File: config.mk
export PLATFORM = sky130hd
export DESIGN_NAME = pipe_flush_ctrl_flat
export DESIGN_NICKNAME = d
export VERILOG_FILES = /design/src/rtl/pipe_flush_ctrl_pkg.sv /design/src/rtl/pipe_flush_ctrl_if.sv /design/src/rtl/pipe_flush_ctrl_dffre.sv /design/src/rtl/pipe_flush_ctrl.sv /design/src/flat_wrapper.sv
export SDC_FILE = /design/constraint.sdc
export NUM_CORES = 1
export LEC_CHECK = 0
export BUFFER_PORTS_ARGS = -buffer_cell sky130_fd_sc_hd__buf_2
export CAP_MARGIN = 20
export CORE_MARGIN = 10
export CORE_UTILIZATION = 48
export DETAILED_ROUTE_END_ITERATION = 6
export GPL_TIMING_DRIVEN = 0
export PLACE_DENSITY_LB_ADDON = 0.3
export SLEW_MARGIN = 15
export SYNTH_ARGS = -nofsm -noshare
export SYNTH_HDL_FRONTEND = slang
export SYNTH_SLANG_ARGS = --single-unit
File: constraint.sdc
create_clock -name clk -period 1.4 [get_ports clk]
set_input_delay 0.28 -clock clk [delete_from_list [all_inputs] [get_ports clk]]
set_output_delay 0.28 -clock clk [all_outputs]
set_load 0.03 [all_outputs]
File: src/rtl/pipe_flush_ctrl_pkg.sv
// Shared definitions for the pipeline flush/stall controller: stage indices,
// exception entry address, flush masks and the redirect FSM encoding.
package pipe_flush_ctrl_pkg;

  localparam int NSTAGE = 5;

  // Stage index constants; bit i of every per-stage vector is stage i.
  localparam int STG_IF  = 0;
  localparam int STG_ID  = 1;
  localparam int STG_EX  = 2;
  localparam int STG_MEM = 3;
  localparam int STG_WB  = 4;

  // General exception entry address.
  localparam logic [31:0] EXC_VECTOR = 32'hbfc00380;

  // An event flushes IF..MEM; WB keeps the committing instruction.
  localparam logic [NSTAGE-1:0] FLUSH_EVENT = 5'b01111;
  // While a redirect is pending only fetch garbage is killed.
  localparam logic [NSTAGE-1:0] FLUSH_IF    = 5'b00001;

  // Redirect FSM: IDLE = no redirect held, PEND = redirect waiting on icache.
  typedef enum logic {
    IDLE = 1'b0,
    PEND = 1'b1
  } state_t;

endpackage

File: src/rtl/pipe_flush_ctrl_if.sv
// Bundle of stall requests, commit events and stall/flush/redirect outputs
// exchanged between the pipeline stages and the flush controller.
//
// Handshake semantics: there is no valid/ready pair here. exc_req_i and
// eret_i are single-cycle commit pulses that the controller always accepts
// in the cycle they are high; stall requests are level signals sampled
// combinationally every cycle; all outputs are valid in the same cycle.
interface pipe_flush_ctrl_if;
  import pipe_flush_ctrl_pkg::*;

  logic              id_stallreq_i;
  logic              ex_stallreq_i;
  logic              mem_stallreq_i;
  logic              icache_stall_i;
  logic              exc_req_i;
  logic              eret_i;
  logic [31:0]       epc_i;
  logic [NSTAGE-1:0] stall_o;
  logic [NSTAGE-1:0] flush_o;
  logic              pc_flush_o;
  logic [31:0]       flush_pc_o;
  logic              redirect_pend_o;

  // Pipeline/core side: raises requests and events, consumes controls.
  modport master (
    output id_stallreq_i, ex_stallreq_i, mem_stallreq_i, icache_stall_i,
    output exc_req_i, eret_i, epc_i,
    input  stall_o, flush_o, pc_flush_o, flush_pc_o, redirect_pend_o
  );

  // Controller side.
  modport slave (
    input  id_stallreq_i, ex_stallreq_i, mem_stallreq_i, icache_stall_i,
    input  exc_req_i, eret_i, epc_i,
    output stall_o, flush_o, pc_flush_o, flush_pc_o, redirect_pend_o
  );

endinterface

File: src/rtl/pipe_flush_ctrl_dffre.sv
// DFFRE register primitive: D flip-flop with asynchronous active-low reset
// and a synchronous load enable.
module pipe_flush_ctrl_dffre #(
  parameter int          W       = 32,
  parameter logic [W-1:0] RST_VAL = '0
) (
  input  logic         clk,
  input  logic         rst_n,
  input  logic         en,
  input  logic [W-1:0] d,
  output logic [W-1:0] q
);

  // Load d when enabled, otherwise hold.
  always_ff @(posedge clk or negedge rst_n) begin
    if (!rst_n) begin
      q <= RST_VAL;
    end else if (en) begin
      q <= d;
    end
  end

endmodule

File: src/rtl/pipe_flush_ctrl.sv
// Central pipeline controller: merges stall requests into a per-stage stall
// vector, turns MEM-stage exception/ERET commits into flushes plus a fetch
// redirect, and holds one pending redirect while the icache is busy.
// The FSM state is visible externally as redirect_pend_o.
module pipe_flush_ctrl
  import pipe_flush_ctrl_pkg::*;
(
  input  logic             clk,
  input  logic             rst_n,
  pipe_flush_ctrl_if.slave bus
);

  state_t            state;
  logic [NSTAGE-1:0] req;
  logic [NSTAGE-1:0] stall_raw;
  logic              ev;
  logic              capture;
  logic [31:0]       target;
  logic [31:0]       target_q;
  logic [NSTAGE-1:0] flush_c;
  logic [NSTAGE-1:0] stall_c;
  logic              pc_flush_c;
  logic [31:0]       flush_pc_c;
  logic              force_if;

  // Map each requester onto the stage it lives in; WB never requests.
  always_comb begin
    req          = '0;
    req[STG_IF]  = bus.icache_stall_i;
    req[STG_ID]  = bus.id_stallreq_i;
    req[STG_EX]  = bus.ex_stallreq_i;
    req[STG_MEM] = bus.mem_stallreq_i;
    req[STG_WB]  = 1'b0;
  end

  // A stage holds when it or any later stage requests a stall.
  for (genvar g = 0; g < NSTAGE; g++) begin : g_stall_merge
    assign stall_raw[g] = |req[NSTAGE-1:g];
  end

  // Event decode: exception wins over ERET when both commit together.
  assign ev      = bus.exc_req_i | bus.eret_i;
  assign target  = bus.exc_req_i ? EXC_VECTOR : bus.epc_i;
  // Any event that cannot redirect right now (icache busy) is stored;
  // a later event simply overwrites the earlier one.
  assign capture = ev & bus.icache_stall_i;

  pipe_flush_ctrl_dffre #(.W(32), .RST_VAL(32'h0)) u_target_q (
    .clk   (clk),
    .rst_n (rst_n),
    .en    (capture),
    .d     (target),
    .q     (target_q)
  );

  // Redirect FSM: park in PEND while the icache is busy, leave once free.
  always_ff @(posedge clk or negedge rst_n) begin
    if (!rst_n) begin
      state <= IDLE;
    end else begin
      case (state)
        IDLE:    if (ev && bus.icache_stall_i) state <= PEND;
        PEND:    if (!bus.icache_stall_i) state <= IDLE;
        default: state <= IDLE;
      endcase
    end
  end

  // Same-cycle flush/redirect decode from the current state and inputs.
  always_comb begin
    flush_c    = '0;
    pc_flush_c = 1'b0;
    flush_pc_c = '0;
    force_if   = 1'b0;
    case (state)
      IDLE: begin
        if (ev) begin
          flush_c    = FLUSH_EVENT;
          pc_flush_c = !bus.icache_stall_i;
          flush_pc_c = target;
        end
      end
      PEND: begin
        flush_c    = ev ? FLUSH_EVENT : FLUSH_IF;
        force_if   = 1'b1;
        pc_flush_c = !bus.icache_stall_i;
        // A fresh event on the release cycle is newer than the stored one.
        flush_pc_c = (ev && !bus.icache_stall_i) ? target : target_q;
      end
      default: begin
        flush_c = '0;
      end
    endcase
    // Flush beats stall; while pending, fetch is additionally held.
    stall_c         = stall_raw & ~flush_c;
    stall_c[STG_IF] = stall_c[STG_IF] | force_if;
  end

  // Outputs are forced quiet while reset is asserted.
  always_comb begin
    bus.stall_o         = rst_n ? stall_c : '0;
    bus.flush_o         = rst_n ? flush_c : '0;
    bus.pc_flush_o      = rst_n & pc_flush_c;
    bus.flush_pc_o      = rst_n ? flush_pc_c : 32'h0;
    bus.redirect_pend_o = rst_n & (state == PEND);
  end

endmodule
File: src/flat_wrapper.sv
// flat-port wrapper written by rule: the top's interface ports become plain ports
module pipe_flush_ctrl_flat import pipe_flush_ctrl_pkg::*;
  (clk, rst_n, bus_id_stallreq_i, bus_ex_stallreq_i, bus_mem_stallreq_i, bus_icache_stall_i, bus_exc_req_i, bus_eret_i, bus_epc_i, bus_stall_o, bus_flush_o, bus_pc_flush_o, bus_flush_pc_o, bus_redirect_pend_o);
  pipe_flush_ctrl_if bus_i ();
  input  logic clk;
  input  logic rst_n;
  input wire logic [$bits(bus_i.id_stallreq_i)-1:0] bus_id_stallreq_i;
  input wire logic [$bits(bus_i.ex_stallreq_i)-1:0] bus_ex_stallreq_i;
  input wire logic [$bits(bus_i.mem_stallreq_i)-1:0] bus_mem_stallreq_i;
  input wire logic [$bits(bus_i.icache_stall_i)-1:0] bus_icache_stall_i;
  input wire logic [$bits(bus_i.exc_req_i)-1:0] bus_exc_req_i;
  input wire logic [$bits(bus_i.eret_i)-1:0] bus_eret_i;
  input wire logic [$bits(bus_i.epc_i)-1:0] bus_epc_i;
  output wire logic [$bits(bus_i.stall_o)-1:0] bus_stall_o;
  output wire logic [$bits(bus_i.flush_o)-1:0] bus_flush_o;
  output wire logic [$bits(bus_i.pc_flush_o)-1:0] bus_pc_flush_o;
  output wire logic [$bits(bus_i.flush_pc_o)-1:0] bus_flush_pc_o;
  output wire logic [$bits(bus_i.redirect_pend_o)-1:0] bus_redirect_pend_o;
  assign bus_i.id_stallreq_i = bus_id_stallreq_i;
  assign bus_i.ex_stallreq_i = bus_ex_stallreq_i;
  assign bus_i.mem_stallreq_i = bus_mem_stallreq_i;
  assign bus_i.icache_stall_i = bus_icache_stall_i;
  assign bus_i.exc_req_i = bus_exc_req_i;
  assign bus_i.eret_i = bus_eret_i;
  assign bus_i.epc_i = bus_epc_i;
  assign bus_stall_o = bus_i.stall_o;
  assign bus_flush_o = bus_i.flush_o;
  assign bus_pc_flush_o = bus_i.pc_flush_o;
  assign bus_flush_pc_o = bus_i.flush_pc_o;
  assign bus_redirect_pend_o = bus_i.redirect_pend_o;
  pipe_flush_ctrl u_core (.clk(clk), .rst_n(rst_n), .bus(bus_i));
endmodule
# Yosys cells after proc, flatten, opt, wreduce, memory -nomap -nowiden
# Cells that the tools add are included.
# word_totals
in_bits	40
word_cells	32
out_inout_bits	44
regBits	33
# op_classes
mux	16
bitwise_logic	8
n_reduce_logical	6
# ops
operator	n
$mux 32	4
$pmux 32 s2	1
$mux 5	2
$pmux 5 s2	1
$mux 4	2
$and 4x5->5	1
$not 5->5	1
$mux 1	4
$pmux 1 s2	2
$reduce_or 4->1	1
$and 1x1->1	3
$reduce_or 3->1	1
$logic_and 1x1->1	2
$or 1x1->1	2
$reduce_or 2->1	1
$logic_not 1->1	1
$not 1->1	1

# Depth between registers and ports, before layout
# Gate-level depths: netlist of the first run.
# logic_depth
ltp_word	7
depth_mapped	5
ltp_nobuf	3

# Modules after synthesis
# A second synthesis of the first run with hierarchy kept.
# unflattened
hier_cells	165
hier_area_um2	2134.5
# by_module_without_submodules
module	cells_each	area_per_inst_um2	n_inst	seq_area_each_um2
pipe_flush_ctrl_dffre	68	1345.0	1	800.8
pipe_flush_ctrl	97	789.5	1	25.0

# Worst setup path before layout of the first run
# Ideal clock, no wire load.
# synth_path
path_type	register -> output
from	reg u_core.state
to	out bus_flush_pc_o[0]
t_required_ns	1.120
arrival_time_ns	1.342
setup_slack_ns	-0.222
stages_incl_launch_ff	4
cell_sequence	dfrtp_1 > nand2_1 > nand4_1 > a21boi_0
# synth_via
elab_chain_cells	3
# synth_lines
item	line_no	source
start, declared	pipe_flush_ctrl.sv:13	state_t state;
start signal, assigned	pipe_flush_ctrl.sv:59	state <= IDLE;
start signal, assigned	pipe_flush_ctrl.sv:62	IDLE: if (ev && bus.icache_stall_i) state <= PEND;
start signal, assigned	pipe_flush_ctrl.sv:63	PEND: if (!bus.icache_stall_i) state <= IDLE;
$not 1->1	-	
$pmux 32 s2 *	pipe_flush_ctrl.sv:75	case (state)
$mux 32 *	pipe_flush_ctrl.sv:104	bus.flush_pc_o = rst_n ? flush_pc_c : 32'h0;
end, declared	flat_wrapper.sv:17	output wire logic [$bits(bus_i.flush_pc_o)-1:0] bus_flush_pc_o;
# Mark *: on every way between the ends. The rest lies on a longest branch, timed or not.

# Final worst setup path of the first run
# layout_path
from	reg u_core.state
to	out bus_flush_pc_o[5]
# Same word-level chain as after synthesis.

==> metrics.md, run 1 <==
| Metric | Value |
|---|---|
| Internal Power | `1.77 mW` |
| RSZ-0062 raised after global routing | `yes` |
| Final Hold Vio Count | `33` |
| Worst Reg-to-Reg Cells | `2` |
| Via density | `5.40` |
| Status | `finished, violations left` |
| WS Path Type | `register to output pin` |
| CTS buffer count | `5` |
| Non-Filler Instances | `344` |
| Failing checks | `hold timing, setup timing` |
| Cells after Synth | `203` |
| IO buf count | `around 80` |
| Grt ovf | `0` |
| Max stage delay on crit path | `370 ps` |
| Max-slew violation count | `0` |
| Ys async rst share | `100%` |
| Clk slew on worst S/H paths | `60 ps` |
| Critical Path End Type | `output pin` |
| Critical Path RT | `1120 ps` |
| DRT Pass-1 Iters | `4` |
| Dpl ws | `-870 ps` |
| Initial antenna violation count | `0` |
| Final Power | `2.70 mW` |
| Pleak | `1.34 nW` |
| Sequential Power Share | `a little over two fifths` |
| Comb pwr share | `roughly a third` |
| Final Skew | `0 ps` |
| F_max | `0.583 GHz` |
| Clock Root Buffer | `clkbuf_8` |
| Startpoint Class | `register` |
| DR vias | `around 1900` |
| Detailed-route DRC error count | `0` |
| Global-route wire length before repair | `9760 um` |
| Core area | `4000 um2` |
| Wire length per cell | `17.1 um` |
| CP Data Arrival Time | `1440 ps` |
| Max Used Layer | `met4` |
| Metal-1 WL | `approximately 2400 um` |
| Rows | `23` |
| Switching pwr | `0.929 mW` |
| Chip Height | `~84 um` |
| Yosys Warn Count | `0` |
| Wire length on met3 | `481 um` |
| Crit path from | `u_core.state` |
| Met2 wire length | `2860 um` |
| Initial Utilization | `49.8%` |
| Hold Buf Count CTS | `1` |
| Pin count of the biggest net entering global routing | `34` |
| Total clock sinks | `33` |
| Flops & latches, synth | `33` |
| Placer Congestion | `0.781` |
| Initial DRC count | `between 100 and 150` |
| CP max-delay cell | `dfrtp_1` |
| Clk buf depth | `2` |
| Cells along the critical path | `and2_4 > o21a_4 > buf_12 > o2bb2ai_2 > buf_6` |
| Syn Area/Cell | `roughly 9.8 um2` |
| Tcrit/Tclk final | `123%` |
| Post-Syn Area | `roughly 2000 um2` |
| Post-synth top flop | `dfrtp_1` |
| Max-Cap Viols | `0` |
| Sw Share | `34.4%` |
| I/O pins | `84` |
| Number of global-route vias before repair | `1984` |
| Post-synth EDFFs | `0` |
| Peak supply drop | `0.000785 V` |
| Clock Latency Late Sink | `roughly 280 ps` |
| Setup violators final | `35` |
| Final Routed Wirelength | `5890 um` |
| PD cells | `948 nW/um2` |
| CTS tree | `built` |
| Clk network pwr share | `about 24%` |
| CP Max Fanout | `10` |
| Share of layout cells above drive strength 1 | `49.7%` |
| H-tree depth | `2` |
| R2r startpoint | `u_core.state` |
| Hold_ws | `-48.1 ps` |
| Placed cells | `335` |
| Gr usage total | `16.3%` |
| Min Tclk post-route | `roughly 1700 ps` |
| Hold Crit Class | `primary input to async pin` |
| Distinct cell type count after synthesis | `26` |
| Antenna cells | `0` |
| Die X | `84.4 um` |
| Area Growth Syn to Fin | `43.1%` |
| Routed Antenna Nets | `0` |
| Final worst slack | `-317 ps` |
| Post-DP HPWL | `4200 um` |
| DIE AREA | `7120 um2` |
| Final #Nets | `335` |
| Register area share after synthesis | `41.5%` |
## through the flow
step / util [%] / TNS [ps] / area, um2
3_3_place_gp: 61.6 / -30010 / 2460
2_1_floorplan: - / -2.32 / 2000
6_report: 71.2 / -9950 / 2850
5_1_grt: 71.2 / -11860 / 2850
4_1_cts: 71.0 / -10340 / 2840
3_5_place_dp: 61.6 / -30960 / 2460
## state kept, by name, summed over array words and instances (netlist names)
name and cells:
u_core.u_target_q.q 32, u_core.state 1
## cells in the mapped netlist, types with 2 or more instances
cell       number  area [um2]
o21ai_1        26         130
nor2b_1         2        12.5
buf_6           3        33.8
dfrtp_1        33         826
buf_4          10        75.1
nor2_1         15        56.3
o2bb2ai_2      30         450
nand2_1        55         206
buf_2           5        25.0
clkbuf_1        2        7.51
o21ai_0         7        35.0
## layout by cell type, fill, tap and decap left out, drive strengths merged, types with 2 or more instances in the layout
cell type,instances
o2bb2ai,30
clkbuf,8
nor2,16
conb,2
nand2,55
buf,101
o21ai,33
nor2b,2
dfrtp,33
## per-layer routing
metal  vias to the layer above  track usage [%]
li1                        893                -
met1                       881             19.2
met2                        76             27.0
met3                         9             5.70
met4                         0             5.69
met5                         -                0
## cell families after synthesis
logic type             after synthesis  synth area share, %
flip-flops                          33                 41.5
other                                1                0.188
AND/OR/NAND/NOR                     79                 16.8
AO/OA/AOI/OAI                       69                 34.3
buffers and inverters               21                 7.29
## power by group through the flow
| stage | Combinational, mW | Sequential [mW] | Clock [mW] |
|---|---|---|---|
| after floorplan | 0.535 | 1.13 | 0 |
| after global placement | 0.756 | 1.14 | 0 |
| after detailed placement | 0.772 | 1.15 | 0 |
| after CTS | 0.915 | 1.13 | 0.660 |
| after global routing | 0.983 | 1.15 | 0.711 |
| final | 0.915 | 1.13 | 0.652 |
## critical path, delay by kind of cell, from the launching register on
| kind | cells | cell delay (ps) |
|---|---|---|
| AOI/OAI and AO/OA | 2 | 310 |
| buffers and inverters | 2 | 310 |
| DFF | 1 | 370 |
| and+or+nand+nor | 1 | 160 |
## what timing repair did
item	CTS	global route
setup buffers	2	0
resized for setup	82	4
endpoints found under the setup margin	42	36
hold endpoints to repair	33	33
pin swaps	3	0
## layout make-up
type / instances / area [um2]
buffer: 20 / 171
clock buffer: 5 / 68.8
clock inverter: 1 / 5.00
fill: 302 / 1150
inverter: 1 / 3.75
multi-input combinational: 150 / 1040
sequential: 33 / 826
tap: 50 / 62.6
timing repair buffer: 84 / 673
## path summary, 6_finish.rpt
check                      slack (ps)                      to
max in group asynchronous        1270  u_core.u_target_q.q[2]
hold reg to reg                   490  u_core.u_target_q.q[0]
setup / recovery                 -320       bus_flush_pc_o[5]
setup reg to reg                  720            u_core.state
hold / removal                    -50  u_core.u_target_q.q[6]
min in group clk                  280  u_core.u_target_q.q[0]
Note: power is estimated with default switching activity, not from simulation.
==> inputs of run 2 (changes only) <==
- ABC_AREA: unset -> 1
- CORE_UTILIZATION: 48 -> 49
==> run 2 against run 1 <==
  * The run ends with setup timing left
  * Utilization grew 8.9 points
  * Area after synthesis rose by 7.3%
  * Maximum frequency rose by 0.63%
  * Routed wire length increased by 20%
  * First-iteration DRC count is 100% higher
  * Critical endpoint is now bus_flush_pc_o[6]
==> metrics.md, run 2 <==
| Metric | Value |
|---|---|
| IO buf count | `a little over 80` |
| Yosys Warn Count | `0` |
| I/O pins | `84` |
| Detailed-route DRC error count | `0` |
| Gr usage total | `18.5%` |
| Max-slew violation count | `0` |
| Post-synth top area cell | `dfrtp_1` |
| PD cells | `897 nW/um2` |
| Post-synth top flop | `dfrtp_1` |
| DIE AREA | `roughly 7400 um2` |
| Final Routed Wirelength | `about 7000 um` |
| CP Max Fanout | `7` |
| Status | `finished, violations left` |
| Clock Latency Late Sink | `280 ps` |
| Clk buf depth | `2` |
| Fin area | `3300 um2` |
| WS Path Type | `register to output pin` |
| Post-Syn Area | `2140 um2` |
| Post-synthesis mux area share | `0%` |
| Crit-path most repeated cell | `nand2_2` |
| Most common cell after layout, fill and taps aside | `nand2_1` |
| Register Area | `827 um2` |
| Max stage delay on crit path | `between 400 and 500 ps` |
| Rows | `23` |
| Min Tclk post-route | `1710 ps` |
| CTS tree | `built` |
| Die X | `about 86 um` |
| Worst R2R Setup Slack | `~530 ps` |
| Fin Setup TNS | `-9070 ps` |
| Max reg flops | `32` |
| Placed Area | `2620 um2` |
| Critical Path RT | `1120 ps` |
| Antenna cells | `0` |
| Relative slew slack | `between 50% and 60%` |
| Pin count of the biggest net entering global routing | `19` |
| Wire length per cell | `between 15 and 20 um` |
| Simple-Gate Fraction of Synth Area | `38.9%` |
| Chip Height | `86.0 um` |
| Final Skew | `0 ps` |
| Comb pwr share | `between 30% and 40%` |
| Hold_ws | `257 ps` |
| Tcrit/Tclk final | `122%` |
| Placer Congestion | `0.856` |
| Clk slew on worst S/H paths | `approximately 60 ps` |
| Sw Share | `35.2%` |
| Syn Area/Cell | `6.82 um2` |
| Via density | `5.26` |
| Internal Power | `1.92 mW` |
| Post-synth EDFFs | `0` |
| Buffers & Inverters on Critical Path | `3` |
| Global-route wire length before repair | `11400 um` |
| Flops & latches, synth | `33` |
| Final #Nets | `452` |
| Synth Area in XOR/XNOR | `0%` |
| DRT Pass-1 Iters | `4` |
| Post-DP HPWL | `4550 um` |
| Final worst slack | `-306 ps` |
| Pleak | `1.73 nW` |
| Total clock sinks | `33` |
| Setup violators final | `36` |
| Largest regs | `u_core.u_target_q.q (32), u_core.state (1)` |
| Worst Tran Pin Value | `710 ps` |
| Initial antenna violation count | `0` |
| Clk network pwr share | `about a quarter` |
| Share of layout cells above drive strength 1 | `47.6%` |
| Distinct cell type count after synthesis | `21` |
| Final core utilization | `80.1%` |
| Routed Antenna Nets | `0` |
| Ys async rst share | `100%` |
| Largest family of logic cells by synthesized area | `simple AND/OR/NAND/NOR gates` |
| DR vias | `2431` |
| Failing checks | `setup timing` |
| Hold Crit Class | `primary input to register` |
| Peak supply drop | `0.000542 V` |
| Adder-Cell Fraction of Synth Area | `0%` |
| Area Growth Syn to Fin | `54.4%` |
| Commonest cells after routing, fill and taps aside | `nand2_1 (83), nor2_1 (48), buf_2 (45)` |
| Dpl ws | `-1140 ps` |
| F_max | `0.586 GHz` |
| CP max-delay cell | `dfrtp_2` |
| Synth top area share | `38.7%` |
| Grt ovf | `0` |
| Fill count | `roughly 280` |
| Multi-input gate area | `approximately 1300 um2` |
| Largest cells by area after synthesis | `dfrtp_1 (39%), nand2_1 (22%), o21ai_2 (9.4%), nor2_1 (9.0%), nand3_1 (7.3%)` |
| Max-Cap Viols | `0` |
| Cells along the critical path | `a21oi_4 > buf_12 > buf_8 > nand2_2 > nand2_2 > buf_6` |
| Switching pwr | `1.04 mW` |
| Critical Path End Type | `output pin` |
| RSZ-0062 raised after global routing | `yes` |
| Sequential Power Share | `37.6%` |
| Count leader, synth | `nand2_1` |
| Final Hold Vio Count | `0` |
| Core area | `4120 um2` |
| CP Data Arrival Time | `1430 ps` |
| H-tree depth | `2` |
| Most flops, register | `u_core.u_target_q.q` |
| Register area share after synthesis | `38.7%` |
| Initial Utilization | `51.9%` |
| Cells after Synth | `313` |
| Compound-Gate Fraction of Synth Area | `12.7%` |
| Clock Root Buffer | `clkbuf_8` |
| Number of global-route vias before repair | `2399` |
| Initial DRC count | `approximately 210` |
| Startpoint Class | `register` |
| CTS buffer count | `5` |
| CP top delay family | `flip-flops` |
| Post-synth top cells | `nand2_1 (123), nor2_1 (51), dfrtp_1 (33)` |
-- run 2: changes by cell type after synthesis, sizes merged, moves of 2 or more --
| cell | change |
|---|---|
| nand3 | +31 |
| nor2 | +35 |
| a21oi | +3 |
| o2bb2ai | -30 |
| nor2b | -2 |
| inv | +6 |
| buf | +5 |
| nand2 | +69 |
-- run 2: power groups by stage --
| stage | Combinational [mW] | Sequential [mW] | Clock [mW] |
|---|---|---|---|
| 3_3_place_gp | 0.827 | 1.12 | 0 |
| 4_1_cts | 1.04 | 1.11 | 0.731 |
| 2_1_floorplan | 0.587 | 1.11 | 0 |
| 5_1_grt | 1.21 | 1.12 | 0.781 |
| 3_5_place_dp | 0.836 | 1.13 | 0 |
| 6_report | 1.12 | 1.11 | 0.725 |
-- run 2: final timing paths --
| path | from | depth (start not counted) | end |
|---|---|---|---|
| min | bus_epc_i[0] | 3 | u_core.u_target_q.q[0] |
| max reg2reg | u_core.state | 3 | u_core.state |
| max in group asynchronous | rst_n | 2 | u_core.state |
| min reg2reg | u_core.u_target_q.q[20] | 2 | u_core.u_target_q.q[20] |
| min in group asynchronous | rst_n | 2 | u_core.u_target_q.q[24] |
| max | u_core.state | 6 | bus_flush_pc_o[6] |
-- run 2: area by class of cell --
| class | count | share of cell area (%) |
|---|---|---|
| multi-input cells | 247 | 38.4 |
| flip-flops and latches | 33 | 25.1 |
| repair buffers | 91 | 23.7 |
| plain buffers | 26 | 7.17 |
| clock buffers | 7 | 2.62 |
| well taps | 50 | 1.90 |
| inverters | 8 | 1.06 |
-- run 2: layer usage --
metal  part of all wire, %  global-route usage, %
met3                   9.6                   7.85
met1                    39                   21.8
met4                   1.1                   4.79
met2                    50                   29.9
met5                     0                      0
-- run 2: per-stage QoR --
| step | power, mW | cells |
|---|---|---|
| final | 2.96 | 462 |
| after global routing | 3.11 | 462 |
| after floorplan | 1.70 | 314 |
| after detailed placement | 1.96 | 445 |
| after global placement | 1.95 | 445 |
| after CTS | 2.88 | 460 |
-- run 2: repair_timing --
item	CTS	global route
pin swaps	2	12
hold endpoints to repair	33	0
setup buffers	2	2
cloned	4	0
gates resized for setup	102	58
hold buffers	2	0
endpoints found under the setup margin	42	37
-- run 2: cells by family after synthesis --
logic type / count (synthesis)
compound gates: 36
buf+inv: 34
simple gates: 209
other cells: 1
flops: 33
-- run 2: worst reg2reg max path: stages (launching register included) --
cell and delay (ps):
dfrtp_2 430, buf_4 170, nand2_1 80, nand2_1 60
